==> src/rtl/c4_pkg.sv <==
// Shared constants and types for the Connect Four move-input path.
// Latency: n/a (declarations only).
// Backpressure: n/a.
// Contents: board geometry, button bit positions, controller state encoding.
package c4_pkg;

    localparam int N_COLS    = 7;
    localparam int COL_W     = 3;   // 2**COL_W must be >= N_COLS
    localparam int START_COL = 3;
    localparam int N_BUTTONS = 3;

    localparam int BTN_LEFT  = 0;
    localparam int BTN_RIGHT = 1;
    localparam int BTN_DROP  = 2;

    typedef enum logic {
        ST_SELECT = 1'b0,
        ST_DROP   = 1'b1
    } state_t;

endpackage

==> src/rtl/move_input_ctrl_if.sv <==
// Drop request channel from the move-input controller to the board engine.
// Latency: n/a (wires only).
// Backpressure: valid/ready; request held with a stable column until ready.
// Signals: drop_valid (request pending), drop_col (column), drop_ready (accept).
interface move_input_ctrl_if #(
    parameter int COL_W = c4_pkg::COL_W
);
    logic             drop_valid;
    logic [COL_W-1:0] drop_col;
    logic             drop_ready;

    modport master (
        output drop_valid,
        output drop_col,
        input  drop_ready
    );

    modport slave (
        input  drop_valid,
        input  drop_col,
        output drop_ready
    );
endinterface

==> src/rtl/c4_col_search.sv <==
// Finds the nearest non-full column from a start column in one direction, with wrap.
// Latency: combinational.
// Backpressure: none.
// Ports: start_col, dir_right (1 = increasing index), col_full in; found_col, found out.
module c4_col_search #(
    parameter int N_COLS = c4_pkg::N_COLS,
    parameter int COL_W  = c4_pkg::COL_W
) (
    input  logic [COL_W-1:0]  start_col,
    input  logic              dir_right,
    input  logic [N_COLS-1:0] col_full,
    output logic [COL_W-1:0]  found_col,
    output logic              found
);

    // One extra bit so start + offset (< 2*N_COLS) never overflows before the
    // modulo-N_COLS fold.
    typedef logic [COL_W:0] ext_t;

    ext_t cand;

    // Walk offsets from farthest to nearest so the nearest free column is the
    // last one written; the start column itself is never a candidate.
    always_comb begin
        found     = 1'b0;
        found_col = start_col;
        cand      = '0;
        for (int k = N_COLS - 1; k >= 1; k--) begin
            if (dir_right) begin
                cand = ext_t'(start_col) + ext_t'(k);
            end else begin
                cand = ext_t'(start_col) + ext_t'(N_COLS - k);
            end
            if (cand >= ext_t'(N_COLS)) begin
                cand = cand - ext_t'(N_COLS);
            end
            if (!col_full[cand[COL_W-1:0]]) begin
                found     = 1'b1;
                found_col = cand[COL_W-1:0];
            end
        end
    end

endmodule

==> src/rtl/move_input_ctrl.sv <==
// Turns debounced active-low button pulses into cursor moves and column drop requests.
// Latency: press -> cursor/drop_valid 1 cycle; drop_ready -> move_done 1 cycle.
// Backpressure: drop request held stable until drop_ready; presses ignored while waiting.
// Ports: clk, rst (sync, active-high), btns_in, game_active, col_full in;
//        cursor_col, player, move_done out; drop (master side of the drop channel).
module move_input_ctrl #(
    parameter int N_COLS    = c4_pkg::N_COLS,
    parameter int COL_W     = c4_pkg::COL_W,
    parameter int START_COL = c4_pkg::START_COL,
    parameter int N_BUTTONS = c4_pkg::N_BUTTONS
) (
    input  logic                 clk,
    input  logic                 rst,
    input  logic [N_BUTTONS-1:0] btns_in,
    input  logic                 game_active,
    input  logic [N_COLS-1:0]    col_full,
    output logic [COL_W-1:0]     cursor_col,
    output logic                 player,
    output logic                 move_done,
    move_input_ctrl_if.master    drop
);
    import c4_pkg::*;

    state_t           state_q, state_d;
    logic [COL_W-1:0] cursor_q, cursor_d;
    logic             player_q, player_d;
    logic             valid_q, valid_d;
    logic [COL_W-1:0] col_q, col_d;
    logic             done_q, done_d;

    logic             press_left, press_right, press_drop;
    logic [COL_W-1:0] left_col, right_col;
    logic             left_found, right_found;

    // Debouncer already emits single-cycle pulses, so a plain inversion is enough.
    assign press_left  = ~btns_in[BTN_LEFT];
    assign press_right = ~btns_in[BTN_RIGHT];
    assign press_drop  = ~btns_in[BTN_DROP];

    c4_col_search #(.N_COLS(N_COLS), .COL_W(COL_W)) u_search_left (
        .start_col (cursor_q),
        .dir_right (1'b0),
        .col_full  (col_full),
        .found_col (left_col),
        .found     (left_found)
    );

    // Also serves auto-advance, which always searches rightward.
    c4_col_search #(.N_COLS(N_COLS), .COL_W(COL_W)) u_search_right (
        .start_col (cursor_q),
        .dir_right (1'b1),
        .col_full  (col_full),
        .found_col (right_col),
        .found     (right_found)
    );

    always_ff @(posedge clk) begin
        if (rst) begin
            state_q  <= ST_SELECT;
            cursor_q <= COL_W'(START_COL);
            player_q <= 1'b0;
            valid_q  <= 1'b0;
            col_q    <= '0;
            done_q   <= 1'b0;
        end else begin
            state_q  <= state_d;
            cursor_q <= cursor_d;
            player_q <= player_d;
            valid_q  <= valid_d;
            col_q    <= col_d;
            done_q   <= done_d;
        end
    end

    always_comb begin
        state_d  = state_q;
        cursor_d = cursor_q;
        player_d = player_q;
        valid_d  = valid_q;
        col_d    = col_q;
        done_d   = 1'b0;

        case (state_q)
            ST_SELECT: begin
                if (game_active) begin
                    if (press_drop) begin
                        // Drop wins over any simultaneous left/right press.
                        if (!col_full[cursor_q]) begin
                            col_d   = cursor_q;
                            valid_d = 1'b1;
                            state_d = ST_DROP;
                        end
                    end else if (press_left && press_right) begin
                        // Contradictory input: hold.
                    end else if (press_left) begin
                        if (left_found) cursor_d = left_col;
                    end else if (press_right) begin
                        if (right_found) cursor_d = right_col;
                    end else if (col_full[cursor_q] && right_found) begin
                        // Keep the cursor off full columns when the player is idle.
                        cursor_d = right_col;
                    end
                end
            end
            ST_DROP: begin
                // Request is never withdrawn; presses and game_active are ignored.
                if (drop.drop_ready) begin
                    valid_d  = 1'b0;
                    done_d   = 1'b1;
                    player_d = ~player_q;
                    cursor_d = COL_W'(START_COL);
                    state_d  = ST_SELECT;
                end
            end
            default: state_d = ST_SELECT;
        endcase
    end

    assign cursor_col      = cursor_q;
    assign player          = player_q;
    assign move_done       = done_q;
    assign drop.drop_valid = valid_q;
    assign drop.drop_col   = col_q;

endmodule

==> src/flat_wrapper.sv <==
// flat-port wrapper written by rule: the top's interface ports become plain ports
module move_input_ctrl_flat import c4_pkg::*;
#(
    parameter int N_COLS    = c4_pkg::N_COLS,
    parameter int COL_W     = c4_pkg::COL_W,
    parameter int START_COL = c4_pkg::START_COL,
    parameter int N_BUTTONS = c4_pkg::N_BUTTONS
)
  (clk, rst, btns_in, game_active, col_full, cursor_col, player, move_done, drop_drop_valid, drop_drop_col, drop_drop_ready);
  move_input_ctrl_if #(.COL_W(COL_W)) drop_i ();
  input  logic clk;
  input  logic rst;
  input  logic [N_BUTTONS-1:0] btns_in;
  input  logic game_active;
  input  logic [N_COLS-1:0] col_full;
  output logic [COL_W-1:0] cursor_col;
  output logic player;
  output logic move_done;
  output wire logic [$bits(drop_i.drop_valid)-1:0] drop_drop_valid;
  output wire logic [$bits(drop_i.drop_col)-1:0] drop_drop_col;
  input wire logic [$bits(drop_i.drop_ready)-1:0] drop_drop_ready;
  assign drop_drop_valid = drop_i.drop_valid;
  assign drop_drop_col = drop_i.drop_col;
  assign drop_i.drop_ready = drop_drop_ready;
  move_input_ctrl #(.N_COLS(N_COLS), .COL_W(COL_W), .START_COL(START_COL), .N_BUTTONS(N_BUTTONS)) u_core (.clk(clk), .rst(rst), .btns_in(btns_in), .game_active(game_active), .col_full(col_full), .cursor_col(cursor_col), .player(player), .move_done(move_done), .drop(drop_i));
endmodule
==> config.mk <==
export PLATFORM = sky130hd
export DESIGN_NAME = move_input_ctrl_flat
export DESIGN_NICKNAME = d
export VERILOG_FILES = /design/src/rtl/c4_pkg.sv /design/src/rtl/move_input_ctrl_if.sv /design/src/rtl/c4_col_search.sv /design/src/rtl/move_input_ctrl.sv /design/src/flat_wrapper.sv
export SDC_FILE = /design/constraint.sdc
export NUM_CORES = 1
export LEC_CHECK = 0
export ABC_AREA = 1
export CORE_ASPECT_RATIO = 0.9
export CORE_MARGIN = 3
export CORE_UTILIZATION = 40
export CTS_CLUSTER_SIZE = 24
export DETAILED_ROUTE_END_ITERATION = 7
export PLACE_DENSITY_LB_ADDON = 0.15
export SLEW_MARGIN = 20
export SYNTH_ARGS = -nofsm -noshare
export SYNTH_HDL_FRONTEND = slang
export SYNTH_SLANG_ARGS = --single-unit
==> constraint.sdc <==
create_clock -name clk -period 2.8 [get_ports clk]
set_input_delay 0.56 -clock clk [delete_from_list [all_inputs] [get_ports clk]]
set_output_delay 0.56 -clock clk [all_outputs]
set_load 0.01 [all_outputs]
---- Word level (Yosys, flattened, before mapping) ----
Cells that the tools add are included.
operators by class
  add/subtract/negate cells ............... 12
  order comparisons ....................... 13
  eq/ne operators ......................... 10
  muxes and demuxes ....................... 65
  bitwise logic cells ..................... 6
  reduce and logical (&&, ||, !) cells .... 7
operator list
  operator                                                           number
  2-to-1 mux 3 bit                                                   27
  less-than comparator 3 x 4 -> 1 bit, second input constant         7
  2-to-1 mux 1 bit                                                   28
  greater-or-equal comparator 4 x 3 -> 1 bit, second input constant  6
  binary-select mux 1 bit (select 3 bit)                             7
  subtractor 3 bit, second input constant                            6
  adder 3 x 3 -> 4 bit, second input constant                        3
  != test 2 bit, second input constant                               6
  adder 3 x 2 -> 4 bit, second input constant                        2
  != test 4 x 3 -> 1 bit, second input constant                      2
  != test 8 bit, second input constant                               1
  AND reduction 4 bit                                                2
  AND reduction 8 bit                                                1
  inverter 1 bit                                                     6
  one-hot mux 3 bit (2 select lines)                                 1
  adder 3 x 1 -> 4 bit, second input constant                        1
  one-hot mux 1 bit (2 select lines)                                 2
  != test 3 x 2 -> 1 bit, second input constant                      1
  logical AND 1 bit                                                  2
  AND reduction 2 bit                                                1
  OR reduction 2 bit                                                 1
storage, ports and cells
  flip-flop bits (word level) ............. 10
  bits of input ports ..................... 14
  output and inout port bits .............. 9
  logic and storage cells ................. 119

---- Longest topological paths before layout ----
Gate-level depths: netlist of the first run.
  depth in word-level cells ............... 19
  mapped depth ............................ 25
  mapped depth without buffers ............ 25

---- By module ----
Synthesis of the first run repeated with hierarchy kept, for this count alone.
unflattened totals
  cell total of the unflattened synthesis .. 648
  area, all modules ....................... 3442.1 sq um
modules (own cells, without submodules)
  module           times used  cells each  area an instance (sq um)  seq. area each (sq um)
  c4_col_search    2           283         1458.9                    0.0
  move_input_ctrl  1           82          524.3                     200.2

---- Worst setup path after synthesis of the first run ----
OpenSTA, ideal clock, no wires.
  kind .................................... register to register
  start ................................... register u_core.cursor_q[1], in the netlist u_core.cursor_col[1]
  end ..................................... register u_core.cursor_q[2], in the netlist u_core.cursor_col[2]
  setup time .............................. 0.116 ns
  arrival time ............................ 2.662 ns
  data required time ...................... 2.684 ns
  setup slack ............................. 0.022 ns
  cell stages (with the launch flop) ...... 18
  buffers on the path ..................... 0
  period minus slack after synthesis ...... 2.778 ns
  path through ............................ dfxtp_1 inv_2 ha_1 fa_1 o21ai_0 inv_1 nand3_1 nand3_1 nand2_1 nand2_1 o21ai_0 nand2_1 nand3_1 nand2_1 a21oi_1 nor2_1 nand2_1 a21oi_1
on the way
  longest elaborated chain between the ends .. 18
  elaborated cells on any way between the ends .. 77
  classes of those cells .................. 12 x add/sub; 6 x order compare; 4 x eq/ne; 53 x mux; 2 x reduce/logical
RTL lines
  item                                                                            line                                          text
  start, declared                                                                 move_input_ctrl.sv:25                         logic [COL_W-1:0] cursor_q, cursor_d;
  start signal, assigned                                                          move_input_ctrl.sv:60                         cursor_q <= COL_W'(START_COL);
  start signal, assigned                                                          move_input_ctrl.sv:67                         cursor_q <= cursor_d;
  adder 3 x 3 -> 4 bit                                                            c4_col_search.sv:30, c4_col_search.sv:32
  greater-or-equal comparator 4 x 3 -> 1 bit or subtractor 3 bit (tied branches)  c4_col_search.sv:34, c4_col_search.sv:35
  2-to-1 mux 3 bit                                                                c4_col_search.sv:34                           if (cand >= ext_t'(N_COLS)) begin
  binary-select mux 1 bit (select 3 bit)                                          c4_col_search.sv:37                           if (!col_full[cand[COL_W-1:0]]) begin
  2-to-1 mux 1 bit (not written as such)                                          c4_col_search.sv:37
  2-to-1 mux 3 bit (6 in series)                                                  c4_col_search.sv:37
  2-to-1 mux 3 bit, on equally long branches                                      move_input_ctrl.sv:98, move_input_ctrl.sv:99
  2-to-1 mux 3 bit                                                                move_input_ctrl.sv:97                         end else if (press_right) begin
  2-to-1 mux 3 bit                                                                move_input_ctrl.sv:95                         end else if (press_left) begin
  2-to-1 mux 3 bit                                                                move_input_ctrl.sv:93                         end else if (press_left && press_right) begin
  2-to-1 mux 3 bit                                                                move_input_ctrl.sv:86                         if (press_drop) begin
  2-to-1 mux 3 bit                                                                move_input_ctrl.sv:85                         if (game_active) begin
  one-hot mux 3 bit (2 select lines)                                              move_input_ctrl.sv:83                         case (state_q)
Parallel ways exist; a longest one is shown, timed or not. The select of a mux whose other input is x is not followed.
A chain may end at the register's enable or synchronous reset.

---- Worst setup path after layout of the first run ----
  start ................................... register u_core.cursor_q[1], in the netlist u_core.cursor_col[1]
  end ..................................... register u_core.cursor_q[0], in the netlist u_core.cursor_col[0]
The elaborated chain is that of the path after synthesis.

==> results_dict.tcl, run 1 <==
set metrics [dict create \
    drv_slew 0 \
    die_w_um 77.70 \
    ys_top_cells_by_count "nand2_1 (106), inv_1 (43), nand3_1 (29)" \
    crit_type "reg2reg" \
    drt-total-wl_mm 5.623 \
    cts_hold_buf 0 \
    power_switching_mw 1.374 \
    cts_max_path_buffers 2 \
    finalWeightedCongestion 0.8754 \
    ir_drop_mv 0.4154 \
    max_stage_delay_ns 0.37 \
    cts_buffers 3 \
    slew_headroom 0.7666 \
    status "completed" \
    synth_top_area_frac 0.2150 \
    endpoint_kind "register" \
    core_area_um2 4267 \
    yosysMostFrequentCell "nand2_1" \
    syn_to_final_growth_pct 32.52 \
    placed_area_um2 2230 \
    worstMarginPinSlew_ns 0.3478 \
    ys_seq_area_frac 0.1082 \
    drtIter0Drc 186 \
    period_share 0.9386 \
    internal-power_mw 1.073 \
    pwr-share-clk 0.076 \
    clkTransAtPathRegs_ns 0.05 \
    clock_latency_ns 0.24 \
    syn-instance-count 323 \
    synthArstFlopShare 0 \
    core.rowCount 22 \
    dieHeight_um 70.53 \
    met2WireLength_mm 2.485 \
    drt_first_pass_iters 4 \
    yosysTopAreaCell "nand2_1" \
    vias 2187 \
    cts_tree "built" \
    crit_path_frequent_cell "nand2_1" \
    antenna_found_initial 0 \
    slowest_stage "dfxtp_4" \
    layout-drive-gt1-share 0.2398 \
    num-nets-final 393 \
    ant_nets 0 \
    drv_cap 0 \
    worst_hold_path_type "reg2reg" \
    wire_per_inst_um 13.17 \
    synth_ff_type "dfxtp_1" \
    sw_frac_of_total 0.5616 \
    r2r_slack_ns 0.17 \
    grt_max_degree 19 \
    fmax_mhz 380.5 \
    layout_min_cycle_time_ns 2.628 \
    start_kind "register" \
    drt-met1-wl_mm 2.810 \
    drc 0 \
    finalSetupViolations 0 \
    path_cells "inv_2, buf_4, ha_1, a21oi_4, nand2_2, o21ai_1, nand2_1, nand3_1, nand2_1, nand3_1, nand2_1, nand2_1, nand2_1, nand2_1, nand2_1, a21oi_2, nand2_1, nand2_1, nand2_1" \
    required_ns 2.94 \
    grt_pass1_wl_mm 9.004 \
    first_global_vias 1858 \
    cts_max_level 1 \
    hpwl_mm 4.539 \
    cts.sinks 10 \
    syn_area_um2 1851 \
    antenna_cells 0 \
    power.leakage_nw 1.220 \
    io_pins 23 \
    vias_per_cell 5.122 \
    hold_viol 0 \
    grt_overflow_total 0 \
    skew_ns 0.007258 \
    power_density_nw_per_um2 997.9 \
    port_buffers 22 \
    ys_ff_latch 10 \
    route.met3.wl_um 305 \
    hold_ws_ns 0.4471 \
    die_area_um2 5479 \
    worstPathArrival_ns 2.77 \
    pwr-share-comb 0.849 \
    start_util 0.4337 \
    cp_max_fo 7 \
    ys_types 36 \
    yosys-top-cells-area "nand2_1 (22%), dfxtp_1 (11%), inv_1 (8.7%)" \
    top_layer_used "met4" \
    clockRootBuffer "clkbuf_8" \
    p_total_mw 2.447 \
    synth_fp_nets 348 \
    seqPwrFrac 0.075 \
    design_area_um2 2452 \
    synth_edf_count 0 \
    avgSynthCellArea_um2 5.729 \
    ys_warn_count 0 \
    gr-usage-all-layers 0.2028 \
]
[registers in the layout, indices dropped and copies added (netlist names)]
| register | cells |
|---|---|
| u_core.move_done | 1 |
| u_core.state_q | 1 |
| u_core.drop.drop_valid | 1 |
| u_core.cursor_col | 3 |
| u_core.drop.drop_col | 3 |
| u_core.player | 1 |
[worst paths after layout]
path	endpoint	cells after the start	start
max	u_core.cursor_col[0]	19	u_core.cursor_col[1]
max reg2reg	u_core.cursor_col[0]	19	u_core.cursor_col[1]
min	u_core.drop.drop_col[1]	2	u_core.drop.drop_col[1]
min reg2reg	u_core.drop.drop_col[1]	2	u_core.drop.drop_col[1]
[layout make-up]
cell class | instances | area [um2]
clock buffer | 4 | 55.05
fill | 429 | 1814
inverter | 52 | 195.2
multi-input combinational | 257 | 1529
sequential | 10 | 209.0
tap | 60 | 75.07
timing repair buffer | 44 | 389.1
[logic make-up (layout without fill, tap and decap cells)]
logic type                 after synthesis  in the layout  synth area share
AOI/OAI and AO/OA                       66             66            0.2164
xor gates and xnor gates                 4              4           0.03314
adders and majority gates               11             11           0.08249
buffers and inverters                   56            100            0.1251
DFF                                     10             10            0.1082
and+or+nand+nor                        176            176            0.4348
[stage by stage]
stage          instances    TNS, ns  utilization  setup slack (ns)
6_report             427          0       0.5748            0.1720
5_1_grt              427  -0.005697       0.5748         -0.005697
4_1_cts              421          0       0.5384           0.05277
3_5_place_dp         417    -0.2547       0.5226           -0.1365
3_3_place_gp         417    -0.3561       0.5226           -0.1732
2_1_floorplan        323          0            -           0.02216
[worst max-delay path: cells and delay by family, from the launching register on]
family | cells | cell delay, ns
AOI/OAI and AO/OA | 3 | 0.69
adders and majority gates | 1 | 0.24
buffers and inverters | 2 | 0.23
DFF | 1 | 0.37
and+or+nand+nor | 13 | 0.97
[per-layer routing]
| layer | track usage | vias up |
|---|---|---|
| li1 | - | 1142 |
| met3 | 0.03351 | 2 |
| met2 | 0.3080 | 57 |
| met5 | 0 | - |
| met4 | 0.02372 | 0 |
| met1 | 0.3067 | 986 |
[cells in the final DEF, fill, tap and decap left out, types with 3 or more instances in the layout]
| cell type | n |
|---|---|
| o211ai_1 | 6 |
| clkdlybuf4s50_1 | 22 |
| o21ai_2 | 4 |
| nand2_1 | 99 |
| buf_4 | 21 |
| clkbuf_8 | 4 |
| a21oi_2 | 3 |
| o21ai_0 | 11 |
| inv_2 | 10 |
| nor2_1 | 10 |
| nand3_1 | 28 |
| a21oi_1 | 17 |
| nand4_1 | 4 |
| nand2_2 | 22 |
| dfxtp_1 | 7 |
| nand3_2 | 5 |
| o21ai_1 | 8 |
| nand2_4 | 3 |
| inv_1 | 42 |
| ha_1 | 7 |
| a31oi_1 | 5 |
[power by group through the flow]
stage	Sequential, mW	Combinational (mW)	Clock (mW)
6_report	0.184	2.08	0.185
3_5_place_dp	0.182	1.85	0
3_3_place_gp	0.182	1.85	0
4_1_cts	0.180	1.87	0.186
2_1_floorplan	0.193	1.37	0
5_1_grt	0.187	2.32	0.196
[what timing repair did]
item,4_1_cts,5_1_grt
pin swaps,0,9
endpoints found under the setup margin,3,3
setup buffers,0,6
gates resized for setup,5,32
hold endpoints to repair,0,0
No activity file was read; power rests on OpenSTA's default activity.
==> run 2: changes to the inputs <==
GPL_ROUTABILITY_DRIVEN = 1   (was unset)
==> results of run 2 <==
Same layout as run 1: the final DEF is identical, and so are final timing and power.
==> run 3: changes to the inputs <==
CORE_MARGIN = unset   (was 3)
==> run 3 against run 2 <==
Effect of this change:
- combinational power about the same
- cell area decreased by 0.82%
- sequential share of layout area about the same
- sequential power decreased by 2%
- fmax about the same
- critical path depth decreased by 1
- utilization decreased by 2.9 points
- die area decreased by 11%
- via count increased by 0.64%
- global-route usage increased by 4.1 points
- critical path type unchanged
- largest cell class unchanged
==> results_dict.tcl, run 3 (synthesis results as in run 1) <==
set metrics [dict create \
    status "completed" \
    port_buffers 22 \
    antenna_cells 0 \
    cts_buffers 3 \
    p_total_mw 2.454 \
    required_ns 2.91 \
    grt_pass1_wl_mm 9.156 \
    hold_viol 0 \
    ant_nets 0 \
    start_util 0.4149 \
    slew_headroom 0.7120 \
    setup_tns_ns 0 \
    vias_per_cell 5.119 \
    wire_per_inst_um 13.07 \
    postLayoutCoreUtil 0.5453 \
    placed_cells 424 \
    worstHoldStart "u_core.drop.drop_col[0]" \
    drtIter0Drc 153 \
    start_kind "register" \
    drv_cap 0 \
    gr-usage-all-layers 0.2439 \
    worstPathArrival_ns 2.74 \
    fmax_mhz 380.2 \
    period_share 0.9392 \
    clkTransAtPathRegs_ns 0.05 \
    antenna_found_initial 0 \
    cp_max_fo 5 \
    dp_slack_ns -0.1710 \
    clock_latency_ns 0.23 \
    drv_slew 0 \
    seq_area_um2 206.4 \
    hold_ws_ns 0.4450 \
    layout-drive-gt1-share 0.2446 \
    cp_top_family "simple AND/OR/NAND/NOR gates" \
    finalWeightedCongestion 0.8991 \
    clockRootBuffer "clkbuf_8" \
    drt-total-wl_mm 5.622 \
    cts_max_path_buffers 2 \
    layout_common_cells "nand2_1 (94), inv_1 (41), nand2_2 (28), nand3_1 (28), buf_4 (23)" \
    cts.sinks 10 \
    finalSetupViolations 0 \
    syn_to_final_growth_pct 31.44 \
    r2r_start "u_core.cursor_col[1]" \
    hpwl_mm 4.593 \
    grt_overflow_total 0 \
    core_area_um2 4461 \
    first_global_vias 1964 \
    n_fill_cell 471 \
    power.leakage_nw 1.213 \
    crit_start "u_core.cursor_col[1]" \
    crit_buf_inv 2 \
    max_stage_delay_ns 0.56 \
    final_common_cell "nand2_1" \
    die_area_um2 4903 \
    power_density_nw_per_um2 1009 \
    skew_ns 0.001334 \
    endpoint_kind "register" \
    ir_drop_mv 0.3931 \
    layout_min_cycle_time_ns 2.630 \
    cts_max_level 1 \
    drc 0 \
    io_pins 23 \
    worst_slack_ns 0.1701 \
    vias 2201 \
    placed_area_um2 2270 \
    die_w_um 73.70 \
    grt_max_degree 21 \
    cts_tree "built" \
    multiInputGateArea_um2 1505 \
    num-nets-final 394 \
    crit_type "reg2reg" \
    drt_first_pass_iters 4 \
    worstMarginPinSlew_ns 0.4291 \
    core.rowCount 23 \
    worst_hold_path_type "reg2reg" \
    fin_cells 430 \
    path_cells "inv_2, ha_2, fa_2, nand2_1, o21ai_2, inv_2, nand3_1, nand3_2, nand2_2, nand2_2, o21ai_0, nand2_1, nand3_1, nand2_2, a21oi_2, nor2_1, nand2_1, a21oi_1" \
    slowest_stage "fa_2" \
    design_area_um2 2432 \
    dieHeight_um 66.53 \
]
-- run 3: cell count changes in the layout (fill, tap and decap cells not counted), sizes merged --
cell,change
buf,+1
-- run 3: report_power, final --
group	internal (mW)	total, mW	switching, mW
sequential	0.162	0.180	0.0182
clock	0.124	0.180	0.0560
combinational	0.802	2.09	1.29
-- run 3: tightest hold or removal path, stage by stage, from the launching register on --
cell and delay [ns]:
dfxtp_1 0.30, inv_1 0.04, a21oi_1 0.05
-- run 3: timing repair --
item                                    4_1_cts  5_1_grt
resized for setup                             4       29
hold buffers                                  0        0
pin swaps                                     0        8
buffers inserted                              0        2
endpoints found under the setup margin        3        3
-- run 3: cell type report --
class | count | share of cell area
multi-input cells | 257 | 0.6188
repair buffers | 45 | 0.1615
flip-flops and latches | 10 | 0.08488
inverters | 52 | 0.08025
well taps | 62 | 0.03189
clock buffers | 4 | 0.02263
-- run 3: routing by layer --
metal  GRT usage  share of wire
met1      0.3361           0.48
met2      0.4025           0.44
met3     0.03631          0.067
met4     0.04567          0.010
met5           0              0
-- run 3: worst paths after layout --
check	end	slack [ns]	cells past startpoint
setup / recovery	u_core.cursor_col[2]	0.17	18
hold / removal	u_core.drop.drop_col[0]	0.44	2
setup reg to reg	u_core.cursor_col[2]	0.17	18
hold reg to reg	u_core.drop.drop_col[0]	0.44	2
